File: src/rtl/ex_cond_unit_pkg.sv
// Shared CPU definitions for EX-stage condition handling:
// ARM condition codes, flag bit positions and redirect FSM states.
package ex_cond_unit_pkg;

   localparam logic [3:0] COND_EQ = 4'b0000;
   localparam logic [3:0] COND_NE = 4'b0001;
   localparam logic [3:0] COND_CS = 4'b0010;
   localparam logic [3:0] COND_CC = 4'b0011;
   localparam logic [3:0] COND_MI = 4'b0100;
   localparam logic [3:0] COND_PL = 4'b0101;
   localparam logic [3:0] COND_VS = 4'b0110;
   localparam logic [3:0] COND_VC = 4'b0111;
   localparam logic [3:0] COND_HI = 4'b1000;
   localparam logic [3:0] COND_LS = 4'b1001;
   localparam logic [3:0] COND_GE = 4'b1010;
   localparam logic [3:0] COND_LT = 4'b1011;
   localparam logic [3:0] COND_GT = 4'b1100;
   localparam logic [3:0] COND_LE = 4'b1101;
   localparam logic [3:0] COND_AL = 4'b1110;
   localparam logic [3:0] COND_NV = 4'b1111;

   localparam int FLAG_N = 3;
   localparam int FLAG_Z = 2;
   localparam int FLAG_C = 1;
   localparam int FLAG_V = 0;

   typedef logic [0:0] redir_state_t;

   localparam redir_state_t ST_IDLE   = 1'b0;
   localparam redir_state_t ST_FLUSH2 = 1'b1;

endpackage

File: src/rtl/ex_cond_unit_cond_check.sv
// Combinational ARM condition evaluation against the
// architectural flag register.
module cond_check
   import ex_cond_unit_pkg::*;
(
   input  logic [3:0] condE,
   input  logic [3:0] FlagsQ,
   output logic       CondExE
);

   logic n, z, c, v;

   assign n = FlagsQ[FLAG_N];
   assign z = FlagsQ[FLAG_Z];
   assign c = FlagsQ[FLAG_C];
   assign v = FlagsQ[FLAG_V];

   always_comb begin
      CondExE = 1'b0;
      unique case (condE)
         COND_EQ: CondExE = z;
         COND_NE: CondExE = ~z;
         COND_CS: CondExE = c;
         COND_CC: CondExE = ~c;
         COND_MI: CondExE = n;
         COND_PL: CondExE = ~n;
         COND_VS: CondExE = v;
         COND_VC: CondExE = ~v;
         COND_HI: CondExE = c & ~z;
         COND_LS: CondExE = ~c | z;
         COND_GE: CondExE = (n == v);
         COND_LT: CondExE = (n != v);
         COND_GT: CondExE = ~z & (n == v);
         COND_LE: CondExE = z | (n != v);
         COND_AL: CondExE = 1'b1;
         COND_NV: CondExE = 1'b0;
         default: CondExE = 1'b0;
      endcase
   end

endmodule

File: src/rtl/ex_cond_unit.sv
// EX-stage condition unit: qualifies controls, owns the flag
// register, the two-cycle redirect flush FSM and a taken counter.
module ex_cond_unit
   import ex_cond_unit_pkg::*;
(
   input  logic        clk,
   input  logic        rst,
   input  logic [3:0]  condE,
   input  logic [1:0]  FlagWriteE,
   input  logic        PCSrcE,
   input  logic        RegWriteE,
   input  logic        MemWriteE,
   input  logic        BranchE,
   input  logic [3:0]  ALUFlagsE,
   input  logic        StallE,
   output logic        PCSrcG,
   output logic        RegWriteG,
   output logic        MemWriteG,
   output logic        CondExE,
   output logic        FlushD,
   output logic        FlushE,
   output logic [3:0]  FlagsQ,
   output logic [15:0] TakenCnt
);

   redir_state_t state_q;
   redir_state_t state_d;
   logic [3:0]   flags_q;
   logic [15:0]  cnt_q;
   logic         cond_ok;
   logic         in_flush;
   logic         take;

   cond_check u_cond (
      .condE   (condE),
      .FlagsQ  (flags_q),
      .CondExE (cond_ok)
   );

   assign in_flush = (state_q == ST_FLUSH2);

   // the second flush cycle kills whatever sits in EX
   assign PCSrcG    = ~in_flush & (PCSrcE | BranchE) & cond_ok;
   assign RegWriteG = ~in_flush & RegWriteE & cond_ok;
   assign MemWriteG = ~in_flush & MemWriteE & cond_ok;
   assign CondExE   = cond_ok;
   assign FlushD    = in_flush | PCSrcG;
   assign FlushE    = in_flush | PCSrcG;
   assign FlagsQ    = flags_q;
   assign TakenCnt  = cnt_q;

   assign take = ~in_flush & PCSrcG & ~StallE;

   always_comb begin
      state_d = ST_IDLE;
      unique case (state_q)
         ST_IDLE:   state_d = take ? ST_FLUSH2 : ST_IDLE;
         ST_FLUSH2: state_d = StallE ? ST_FLUSH2 : ST_IDLE;
         default:   state_d = ST_IDLE;
      endcase
   end

   always_ff @(negedge clk or posedge rst) begin
      if (rst) begin
         state_q <= ST_IDLE;
      end else begin
         state_q <= state_d;
      end
   end

   always_ff @(negedge clk or posedge rst) begin
      if (rst) begin
         flags_q <= 4'b0000;
      end else if (~StallE & cond_ok) begin
         if (FlagWriteE[1]) begin
            flags_q[FLAG_N:FLAG_Z] <= ALUFlagsE[FLAG_N:FLAG_Z];
         end
         if (FlagWriteE[0]) begin
            flags_q[FLAG_C:FLAG_V] <= ALUFlagsE[FLAG_C:FLAG_V];
         end
      end
   end

   always_ff @(negedge clk or posedge rst) begin
      if (rst) begin
         cnt_q <= 16'd0;
      end else if (take && (cnt_q != 16'hFFFF)) begin
         cnt_q <= cnt_q + 16'd1;
      end
   end

endmodule

File: config.mk
export PLATFORM = sky130hd
export DESIGN_NAME = ex_cond_unit
export DESIGN_NICKNAME = d
export VERILOG_FILES = /design/src/rtl/ex_cond_unit_pkg.sv /design/src/rtl/ex_cond_unit_cond_check.sv /design/src/rtl/ex_cond_unit.sv
export SDC_FILE = /design/constraint.sdc
export NUM_CORES = 1
export LEC_CHECK = 0
export BUFFER_PORTS_ARGS = -buffer_cell sky130_fd_sc_hd__buf_2
export CORE_MARGIN = 8
export CORE_UTILIZATION = 53
export DETAILED_ROUTE_END_ITERATION = 10
export PLACE_DENSITY = 0.8
export SETUP_SLACK_MARGIN = 0.2
export SLEW_MARGIN = 20
export SYNTH_ARGS = -nofsm -noshare
export SYNTH_HDL_FRONTEND = slang
export SYNTH_HIERARCHICAL = 1
export SYNTH_SLANG_ARGS = --single-unit
File: constraint.sdc
create_clock -name clk -period 4.4 [get_ports clk]
set_input_delay 0 -clock clk [delete_from_list [all_inputs] [get_ports clk]]
set_output_delay 0 -clock clk [all_outputs]
set_load 0.1 [all_outputs]
**After elaboration in Yosys (flattened, before gate mapping)**

Index checks and enable logic that the tools add are counted.

- Bits of input ports: 17
- Register bits: 21
- Output and inout port bits: 26

- Equal/unequal tests: 18
- Reduce and logical (&&, ||, !) cells: 4
- $add $sub $neg: 1
- Multiplexer cells: 4
- Bitwise operators: 21

Operators with widths:

| operator | number |
|---|---|
| equality test 4 bit, second input constant | 8 |
| adder 16 x 1 -> 16 bit, second input constant | 1 |
| equality test 4 x 3 -> 1 bit, second input constant | 4 |
| != test 16 bit, second input constant | 1 |
| one-hot mux 1 bit (16 select lines) | 1 |
| AND 1 bit | 11 |
| equality test 4 x 2 -> 1 bit, second input constant | 2 |
| NOT 1 bit | 6 |
| equality test 4 x 1 -> 1 bit, second input constant | 1 |
| logical NOT 4 bit | 1 |
| OR 1 bit | 4 |
| AND reduction 2 bit | 2 |
| 2-to-1 mux 1 bit | 2 |
| one-hot mux 1 bit (2 select lines) | 1 |
| equality test 1 bit | 1 |
| logical AND 1 bit | 1 |
| != test 1 bit | 1 |

**Depth between registers and ports, before layout**

Gate-level depths: netlist of run 1.

- Depth after elaboration: 8
- Mapped depth: 10
- Depth with buffers taken out: 9

**Cells and area by module**

The synthesis of run 1 kept the hierarchy.

By module, submodules not included:

| module | area an instance (um^2) | instances | cells each |
|---|---|---|---|
| ex_cond_unit | 1122.3 | 1 | 100 |
| cond_check | 155.1 | 1 | 23 |

==> flow_metrics.tcl, run 1 <==
set metrics [dict create \
    outcome "complete, but fails checks" \
    violations "setup timing" \
    drc_errors 0 \
    whs_ns 0.3839 \
    fp.coreArea_um2 2255 \
    drtIter0Drc 148 \
    synthAdderAreaFrac_pct 0.9794 \
    initial_core_util_pct 56.66 \
    fin_ws_ns -0.2485 \
    syn_area_per_cell_um2 10.39 \
    io_buffers 42 \
    ctsHtreeMaxLevel 1 \
    worstMarginPinSlew_ns 0.8208 \
    die_w_um 65.10 \
    viasPerCell 6.062 \
    required_ns 4.40 \
    clock_sinks 21 \
    diodes 0 \
    mostFrequentLayoutCells "buf_2, dfrtn_1, buf_4" \
    fp.dieArea_um2 4237 \
    async_reset_ff_share_pct 100.0 \
    syn_to_final_growth_pct 49.95 \
    cts_buffer_depth 2 \
    yosysWarnings 6 \
    synth.area.mux_share_pct 5.485 \
    leakage_nw 0.8975 \
    finalNetCount 202 \
    clock_skew_ns 0.006118 \
    drive_gt1_share_pct 52.46 \
    clk_latency_ns 0.30 \
    cts_root_buf "clkbuf_4" \
    dp.cells 199 \
    slew_violations 0 \
    relSlewSlack_pct 45.22 \
    globalplace.congestion 0.8403 \
    grt_pass1_vias 1270 \
    grt_first_pass_wirelength_um 5906 \
    setup_viol 6 \
    final_util_pct 84.96 \
    synth_cells 123 \
    ioPinCount 43 \
    ys_ff_latch 21 \
    synth.distinct_cells 42 \
    power.density_nw_per_um2 704.1 \
    pre_cts_ws_ns -0.1115 \
    grt_use_total_pct 17.23 \
    end_kind "primary output" \
    seq_area_frac_synth_pct 41.14 \
    grt_max_degree 22 \
    hp-class "primary input to primary output" \
    num_vias 1279 \
    synth_compound_area_share_pct 9.207 \
    cts_tree "yes" \
    ant_nets 0 \
    final_cell_count_no_fill 211 \
    synth_xor_area_share_pct 11.66 \
    worstSetupPathType "register to primary output" \
    cts_made_buffers 3 \
    hold_buffers 0 \
    antenna_found_initial 0 \
    fillCellCount 125 \
    wl_per_cell_um 18.42 \
    synth-simple-area-share_pct 28.60 \
    rows 17 \
    first_pass_iters 4 \
    grt.overflow.total 0 \
    synth_nets 141 \
    hpwl_um 2668 \
    start_kind "register" \
    rsz0062_at_grt "yes" \
    hold_violations 0 \
    layout_commonest_cell "buf_2" \
    wirelength_um 3886 \
    tns_ns -1.233 \
    synth-edff-count 0 \
    arrival_ns 4.65 \
    peakVddDrop_uv 906.7 \
    fp.dieH_um 65.10 \
    path_max_fanout 5 \
    synth_top_family_by_area "simple AND/OR/NAND/NOR gates" \
    drv_cap 0 \
    netlist_area_um2 1277 \
    synthFlopType "dfrtn_1" \
    cts.clk_slew.worst_paths_ns 0.08 \
]
[kinds of logic (layout without fill, tap and decap cells)]
family	Yosys count	count (layout)
AND/OR/NAND/NOR	52	52
flip-flops	21	21
AO/OA/AOI/OAI	18	18
XOR/XNOR	17	17
buffers and inverters	8	68
multiplexers	6	6
adder cells (fa/ha/maj)	1	1
[through the flow]
step | total power, mW | cell area, um^2
final | 1.349 | 1916
after global routing | 1.400 | 1916
after CTS | 1.322 | 1823
after detailed placement | 1.148 | 1717
after global placement | 1.132 | 1717
after floorplan | 0.9645 | 1379
[critical path: stages (launching register included)]
cell,delay (ns)
dfrtn_1,0.56
xor2_1,0.11
a21oi_1,0.21
nor3_1,0.09
a311oi_1,0.31
buf_4,0.18
o22ai_4,0.07
nand2b_4,0.12
nor2_4,0.05
or2_4,0.28
buf_12,0.17
[path summary, 6_finish.rpt]
kind                                         startpoint                       end  cells after the start  slack, ns
worst min register to register  TakenCnt[7]$_DFFE_NP0P_   TakenCnt[7]$_DFFE_NP0P_                      1       0.47
worst max register to register    FlagsQ[0]$_DFFE_NP0P_   TakenCnt[1]$_DFFE_NP0P_                     12       1.47
worst max-delay path              FlagsQ[1]$_DFFE_NP0P_                    FlushE                     10      -0.25
max in group asynchronous                           rst     FlagsQ[0]$_DFFE_NP0P_                      2       1.94
worst min-delay path                          MemWriteE                 MemWriteG                      4       0.38
min in group asynchronous                           rst  TakenCnt[14]$_DFFE_NP0P_                      2       1.93
[where the power goes]
| group | internal, mW | leakage (nW) | switching [mW] | total [mW] |
|---|---|---|---|---|
| logic | 0.296 | 0.605 | 0.649 | 0.945 |
| registers | 0.241 | 0.275 | 0.0697 | 0.310 |
| clock network | 0.0339 | 0.0177 | 0.0597 | 0.0936 |
| total | 0.570 | 0.897 | 0.779 | 1.35 |
[state kept, by name, indices dropped and copies added, names as in the netlist]
name      cells
FlagsQ        4
TakenCnt     16
in_flush      1
[cells in the mapped netlist, drive strengths merged, types with 2 or more instances]
cell type,count,share of area [%]
nand2,7,2.1
dfrtn,21,41
nand4,7,3.9
mux2,5,4.7
o21ai,2,0.78
nand3,6,2.7
nor4b,4,4.4
buf,2,1.2
nor2,8,2.5
xnor2,10,6.9
a21oi,5,2.0
nor4,2,2.6
inv,4,1.2
a31oi,4,2.0
and3,4,2.0
xor2,7,4.8
nor2b,2,0.98
nand2b,2,1.6
clkbuf,2,0.59
nor3,3,1.2
and4,3,2.1
[repair_timing]
action | in CTS | in global routing
pin swaps | 8 | 2
cloned | 0 | 0
setup buffers | 4 | 4
resized for setup | 12 | 15
endpoints found under the setup margin | 6 | 24
[cell type report]
type / count / area, um^2 / area share [%]
Sequential cell: 21 / 525.5 / 27.43
Clock inverter: 1 / 5.005 / 0.2613
Clock buffer: 3 / 22.52 / 1.176
Multi-Input combinational cell: 94 / 852.1 / 44.48
Timing Repair Buffer: 60 / 460.4 / 24.04
Tap cell: 28 / 35.03 / 1.829
Inverter: 4 / 15.01 / 0.7838
[metal layers]
metal	GRT usage, %	share of wire [%]
met2	28.45	51
met3	3.559	7.2
met5	0	0
met4	9.809	2.2
met1	20.43	39
Power figures use the tool's default switching activity.
==> run 2, diff against run 1 <==
--- a/config.mk
+++ b/config.mk
@@ -6,7 +6,6 @@
 export NUM_CORES = 1
 export LEC_CHECK = 0
 export BUFFER_PORTS_ARGS = -buffer_cell sky130_fd_sc_hd__buf_2
-export CORE_MARGIN = 8
 export CORE_UTILIZATION = 53
 export DETAILED_ROUTE_END_ITERATION = 10
 export PLACE_DENSITY = 0.8
==> flow_metrics.tcl, run 2 (same netlist as run 1, synthesis figures left out) <==
set metrics [dict create \
    outcome "complete, but fails checks" \
    violations "setup timing" \
    layout_commonest_cell "buf_2" \
    drive_gt1_share_pct 50.27 \
    globalplace.congestion 0.8431 \
    critPathMaxStageDelay_ns 0.49 \
    reg2reg_depth 10 \
    drc_errors 0 \
    cts_root_buf "clkbuf_4" \
    switching_share_pct 57.35 \
    arrival_ns 4.54 \
    wl_per_cell_um 16.63 \
    viasPerCell 5.872 \
    initial_core_util_pct 57.20 \
    fp.dieArea_um2 2611 \
    setup_viol 6 \
    seq_power_share_pct 22.4 \
    whs_ns 0.3916 \
    grt_max_degree 22 \
    ant_nets 0 \
    required_ns 4.40 \
    fp.coreArea_um2 2233 \
    rr_startpoint "FlagsQ[3]$_DFFE_NP0P_" \
    clk_latency_ns 0.30 \
    slew_violations 0 \
    path_max_fanout 3 \
    rsz0062_at_grt "yes" \
    crit_slowest_cell "dfrtn_1" \
    rows 17 \
    clock_skew_ns 0.004075 \
    mostFrequentLayoutCells "buf_2, dfrtn_1, buf_4" \
    pwr-share-comb_pct 70.8 \
    die_w_um 51.10 \
    relSlewSlack_pct 47.48 \
    cts.clk_slew.worst_paths_ns 0.07 \
    grt_use_total_pct 28.43 \
    power.density_nw_per_um2 727.1 \
    start_kind "register" \
    finalNetCount 202 \
    switching_power_mw 0.7826 \
    diodes 0 \
    worstSetupPathType "register to primary output" \
    peakVddDrop_uv 855.2 \
    grt_first_pass_wirelength_um 5471 \
    final_util_pct 84.03 \
    cts_tree "yes" \
    hold_violations 0 \
    worstHoldStart "MemWriteE" \
    clock_sinks 21 \
    drtIter0Drc 20 \
    leakage_nw 0.8800 \
    largest_reg_flops 16 \
    end_kind "primary output" \
    hold_end "MemWriteG" \
    grt_pass1_vias 1219 \
    worstReg2RegEnd "TakenCnt[1]$_DFFE_NP0P_" \
    cts_made_buffers 3 \
    final_cell_count_no_fill 211 \
    rrSetupSlack_ns 1.65 \
    hpwl_um 2314 \
    worstMarginPinSlew_ns 0.7870 \
    num_vias 1239 \
    fp.dieH_um 51.10 \
    antenna_found_initial 0 \
    fin_ws_ns -0.1393 \
    first_pass_iters 6 \
    fin_total_pwr_mw 1.365 \
    ioPinCount 43 \
    whs_path_depth 4 \
    io_buffers 42 \
    grt.overflow.total 0 \
    hp-class "primary input to primary output" \
    cp_cell_sequence "xor2_2, xor2_1, a2111oi_2, a311oi_2, o22ai_4, nand2b_4, nor2_4, or2_4, buf_12" \
    ctsHtreeMaxLevel 1 \
    dp.cells 198 \
    drv_cap 0 \
    tns_ns -0.7043 \
    intPower_mw 0.5819 \
    syn_to_final_growth_pct 46.91 \
    cts_buffer_depth 2 \
    wirelength_um 3508 \
    clkPwrFrac_pct 6.8 \
]
-- run 2: cell count changes in the layout (fill, tap and decap cells not counted), moves of 2 or more --
cell and delta:
buf_4 +5, buf_6 -5, nand2_1 +2, nand2_2 -2, nor3_2 +2
-- run 2: worst max-delay path by stage --
stage | startpoint | to | slack, ns | cells past startpoint
after floorplan | FlagsQ[0]$_DFFE_NP0P_ | FlushE | -1.67 | 9
after global placement | condE[0] | TakenCnt[1]$_DFFE_NP0P_ | 0.03 | 10
after detailed placement | condE[0] | TakenCnt[8]$_DFFE_NP0P_ | -0.02 | 11
after CTS | FlagsQ[3]$_DFFE_NP0P_ | FlushD | -0.03 | 9
after global routing | FlagsQ[3]$_DFFE_NP0P_ | FlushD | -0.28 | 9
final | FlagsQ[3]$_DFFE_NP0P_ | FlushD | -0.14 | 9
-- run 2: metrics by stage --
step	setup slack [ns]	area [um^2]
after floorplan	-1.673	1379
after global placement	0.03077	1709
after detailed placement	-0.02429	1709
after CTS	-0.02828	1832
after global routing	-0.2768	1877
final	-0.1393	1877
-- run 2: final cells by class --
type                            instances  area [um^2]
Fill cell                             132        356.6
Inverter                                4        15.01
Clock buffer                            4        26.28
Sequential cell                        21        525.5
Tap cell                               28        35.03
Timing Repair Buffer                   60        441.7
Multi-Input combinational cell         94        833.3
-- run 2: repair_timing --
| action | 4_1_cts | 5_1_grt |
|---|---|---|
| resized for setup | 12 | 6 |
| pin swaps | 7 | 3 |
| hold buffers | 0 | 0 |
| setup endpoints to repair | 6 | 20 |
| cloned | 0 | 0 |
| setup buffers | 6 | 3 |
-- run 2: worst max-delay path, delay by kind of cell, from the launching register on --
kind / cells / cell delay (ns)
XOR/XNOR: 2 / 0.40
AO/OA/AOI/OAI: 3 / 0.54
AND/OR/NAND/NOR: 3 / 0.43
buffers and inverters: 1 / 0.17
flip-flops: 1 / 0.49
-- run 2: power by group through the flow --
stage,Clock (mW),Sequential (mW),Combinational [mW]
after floorplan,0,0.598,0.367
after global placement,0,0.302,0.816
after detailed placement,0,0.303,0.830
after CTS,0.0932,0.299,0.920
after global routing,0.106,0.313,0.998
final,0.0927,0.306,0.966
-- run 2: layer usage --
metal  track usage, %  routed length (um)
met4            11.57                  91
met3            3.869                 144
met1            33.33                1418
met2            51.54                1854
met5                0                   0
==> run 3, diff against run 2 <==
--- a/config.mk
+++ b/config.mk
@@ -6,10 +6,13 @@
 export NUM_CORES = 1
 export LEC_CHECK = 0
 export BUFFER_PORTS_ARGS = -buffer_cell sky130_fd_sc_hd__buf_2
-export CORE_UTILIZATION = 53
+export CELL_PAD_IN_SITES_DETAIL_PLACEMENT = 1
+export CELL_PAD_IN_SITES_GLOBAL_PLACEMENT = 2
+export CORE_UTILIZATION = 32
 export DETAILED_ROUTE_END_ITERATION = 10
 export PLACE_DENSITY = 0.8
 export SETUP_SLACK_MARGIN = 0.2
+export SKIP_CTS_REPAIR_TIMING = 1
 export SLEW_MARGIN = 20
 export SYNTH_ARGS = -nofsm -noshare
 export SYNTH_HDL_FRONTEND = slang
==> flow_metrics.tcl, run 3 (same netlist as run 1, synthesis figures left out) <==
set metrics [dict create \
    hp-class "primary input to primary output" \
    slew_violations 0 \
    ff_latch_area_um2 525.5 \
    whs_ns 0.3769 \
    critPathMaxStageDelay_ns 0.46 \
    cts_made_buffers 3 \
    grt.overflow.total 0 \
    clock_sinks 21 \
    fin_ws_ns -0.01804 \
    die_w_um 65.19 \
    peakVddDrop_uv 413.4 \
    fp.coreArea_um2 3744 \
    crit_family "compound AO/OA/AOI/OAI gates" \
    drc_errors 0 \
    viasPerCell 5.111 \
    layout_commonest_cell "buf_2" \
    path_max_fanout 3 \
    multi_input_area_um2 817.0 \
    drive_gt1_share_pct 48.31 \
    rsz0062_at_grt "yes" \
    mostFrequentLayoutCells "buf_2, dfrtn_1, buf_4" \
    globalplace.congestion 0.7287 \
    worstSetupPathType "register to primary output" \
    crit_slowest_cell "dfrtn_1" \
    leakage_nw 0.8610 \
    io_buffers 42 \
    cts_tree "yes" \
    ioPinCount 43 \
    fp.dieH_um 65.19 \
    final_util_pct 49.83 \
    fillCellCount 454 \
    drv_cap 0 \
    hold_violations 0 \
    first_pass_iters 3 \
    wirelength_um 3523 \
    num_vias 1155 \
    outcome "complete, but fails checks" \
    fp.dieArea_um2 4249 \
    power.density_nw_per_um2 725.1 \
    violations "setup timing" \
    pre_cts_ws_ns -0.03491 \
    wl_per_cell_um 15.59 \
    cts_root_buf "clkbuf_8" \
    relSlewSlack_pct 45.55 \
    syn_to_final_growth_pct 46.03 \
    antenna_found_initial 0 \
    cts_buffer_depth 2 \
    grt_pass1_vias 1253 \
    cts.clk_slew.worst_paths_ns 0.05 \
    critPathBufInv 1 \
    diodes 0 \
    initial_core_util_pct 34.12 \
    ctsHtreeMaxLevel 1 \
    grt_use_total_pct 17.61 \
    largest_reg_flops 16 \
    required_ns 4.40 \
    start_kind "register" \
    clock_skew_ns 0.005208 \
    clk_latency_ns 0.27 \
    cp_cell_sequence "xor2_2, xor2_1, a2111oi_2, a311oi_2, o22ai_4, nand2b_4, nor2_4, or2_4, buf_12" \
    worstMarginPinSlew_ns 0.8159 \
    drtIter0Drc 3 \
    fin_total_pwr_mw 1.353 \
    arrival_ns 4.42 \
    hpwl_um 2695 \
    grt_max_degree 22 \
    end_kind "primary output" \
    ant_nets 0 \
    setup_viol 4 \
    rows 22 \
    grt_first_pass_wirelength_um 5816 \
    finalNetCount 197 \
]
[run 3: worst reg2reg max path, cell delays in order (launching register included)]
cell	delay [ns]
dfrtn_1	0.46
xor2_2	0.21
xor2_1	0.11
a2111oi_2	0.39
a311oi_2	0.09
o22ai_4	0.15
nand2b_4	0.09
buf_4	0.14
or3_4	0.43
nor2_4	0.17
mux2_4	0.31
[run 3: final timing paths]
check / start / to / slack, ns / cells after the start
min: RegWriteE / RegWriteG / 0.38 / 4
min reg2reg: in_flush$_DFF_NP0_ / in_flush$_DFF_NP0_ / 0.46 / 2
max reg2reg: FlagsQ[0]$_DFFE_NP0P_ / TakenCnt[1]$_DFFE_NP0P_ / 1.71 / 10
min in group asynchronous: rst / TakenCnt[8]$_DFFE_NP0P_ / 1.96 / 2
max: FlagsQ[0]$_DFFE_NP0P_ / FlushE / -0.02 / 9
max in group asynchronous: rst / FlagsQ[2]$_DFFE_NP0P_ / 1.90 / 2
[run 3: layout make-up]
type,count,share of cell area [%]
timing repair buffer,55,21.53
inverter,4,0.8048
multi-input combinational,94,43.80
clock buffer,3,2.213
clock inverter,1,0.2683
sequential,21,28.17
tap,48,3.219
[run 3: where the power goes]
part           total, mW  switching (mW)  internal, mW
registers          0.305          0.0638         0.241
logic              0.919           0.639         0.279
clock network      0.130          0.0664        0.0631
[run 3: layer usage]
| layer | vias to the layer above | global-route usage (%) | wire (um) |
|---|---|---|---|
| met3 | 2 | 1.563 | 113 |
| met5 | - | 0 | 0 |
| met4 | 0 | 5.707 | 23 |
| met1 | 570 | 22.45 | 1640 |
| met2 | 25 | 31.06 | 1745 |
| li1 | 558 | - | - |
[run 3: metrics by stage]
stage	setup TNS [ns]	cell area, um^2	std cells
2_1_floorplan	-11.64	1379	123
5_1_grt	-0.5820	1866	226
6_report	-0.04280	1866	226
4_1_cts	-0.7998	1795	224
3_3_place_gp	0	1749	220
3_5_place_dp	-0.03491	1749	220
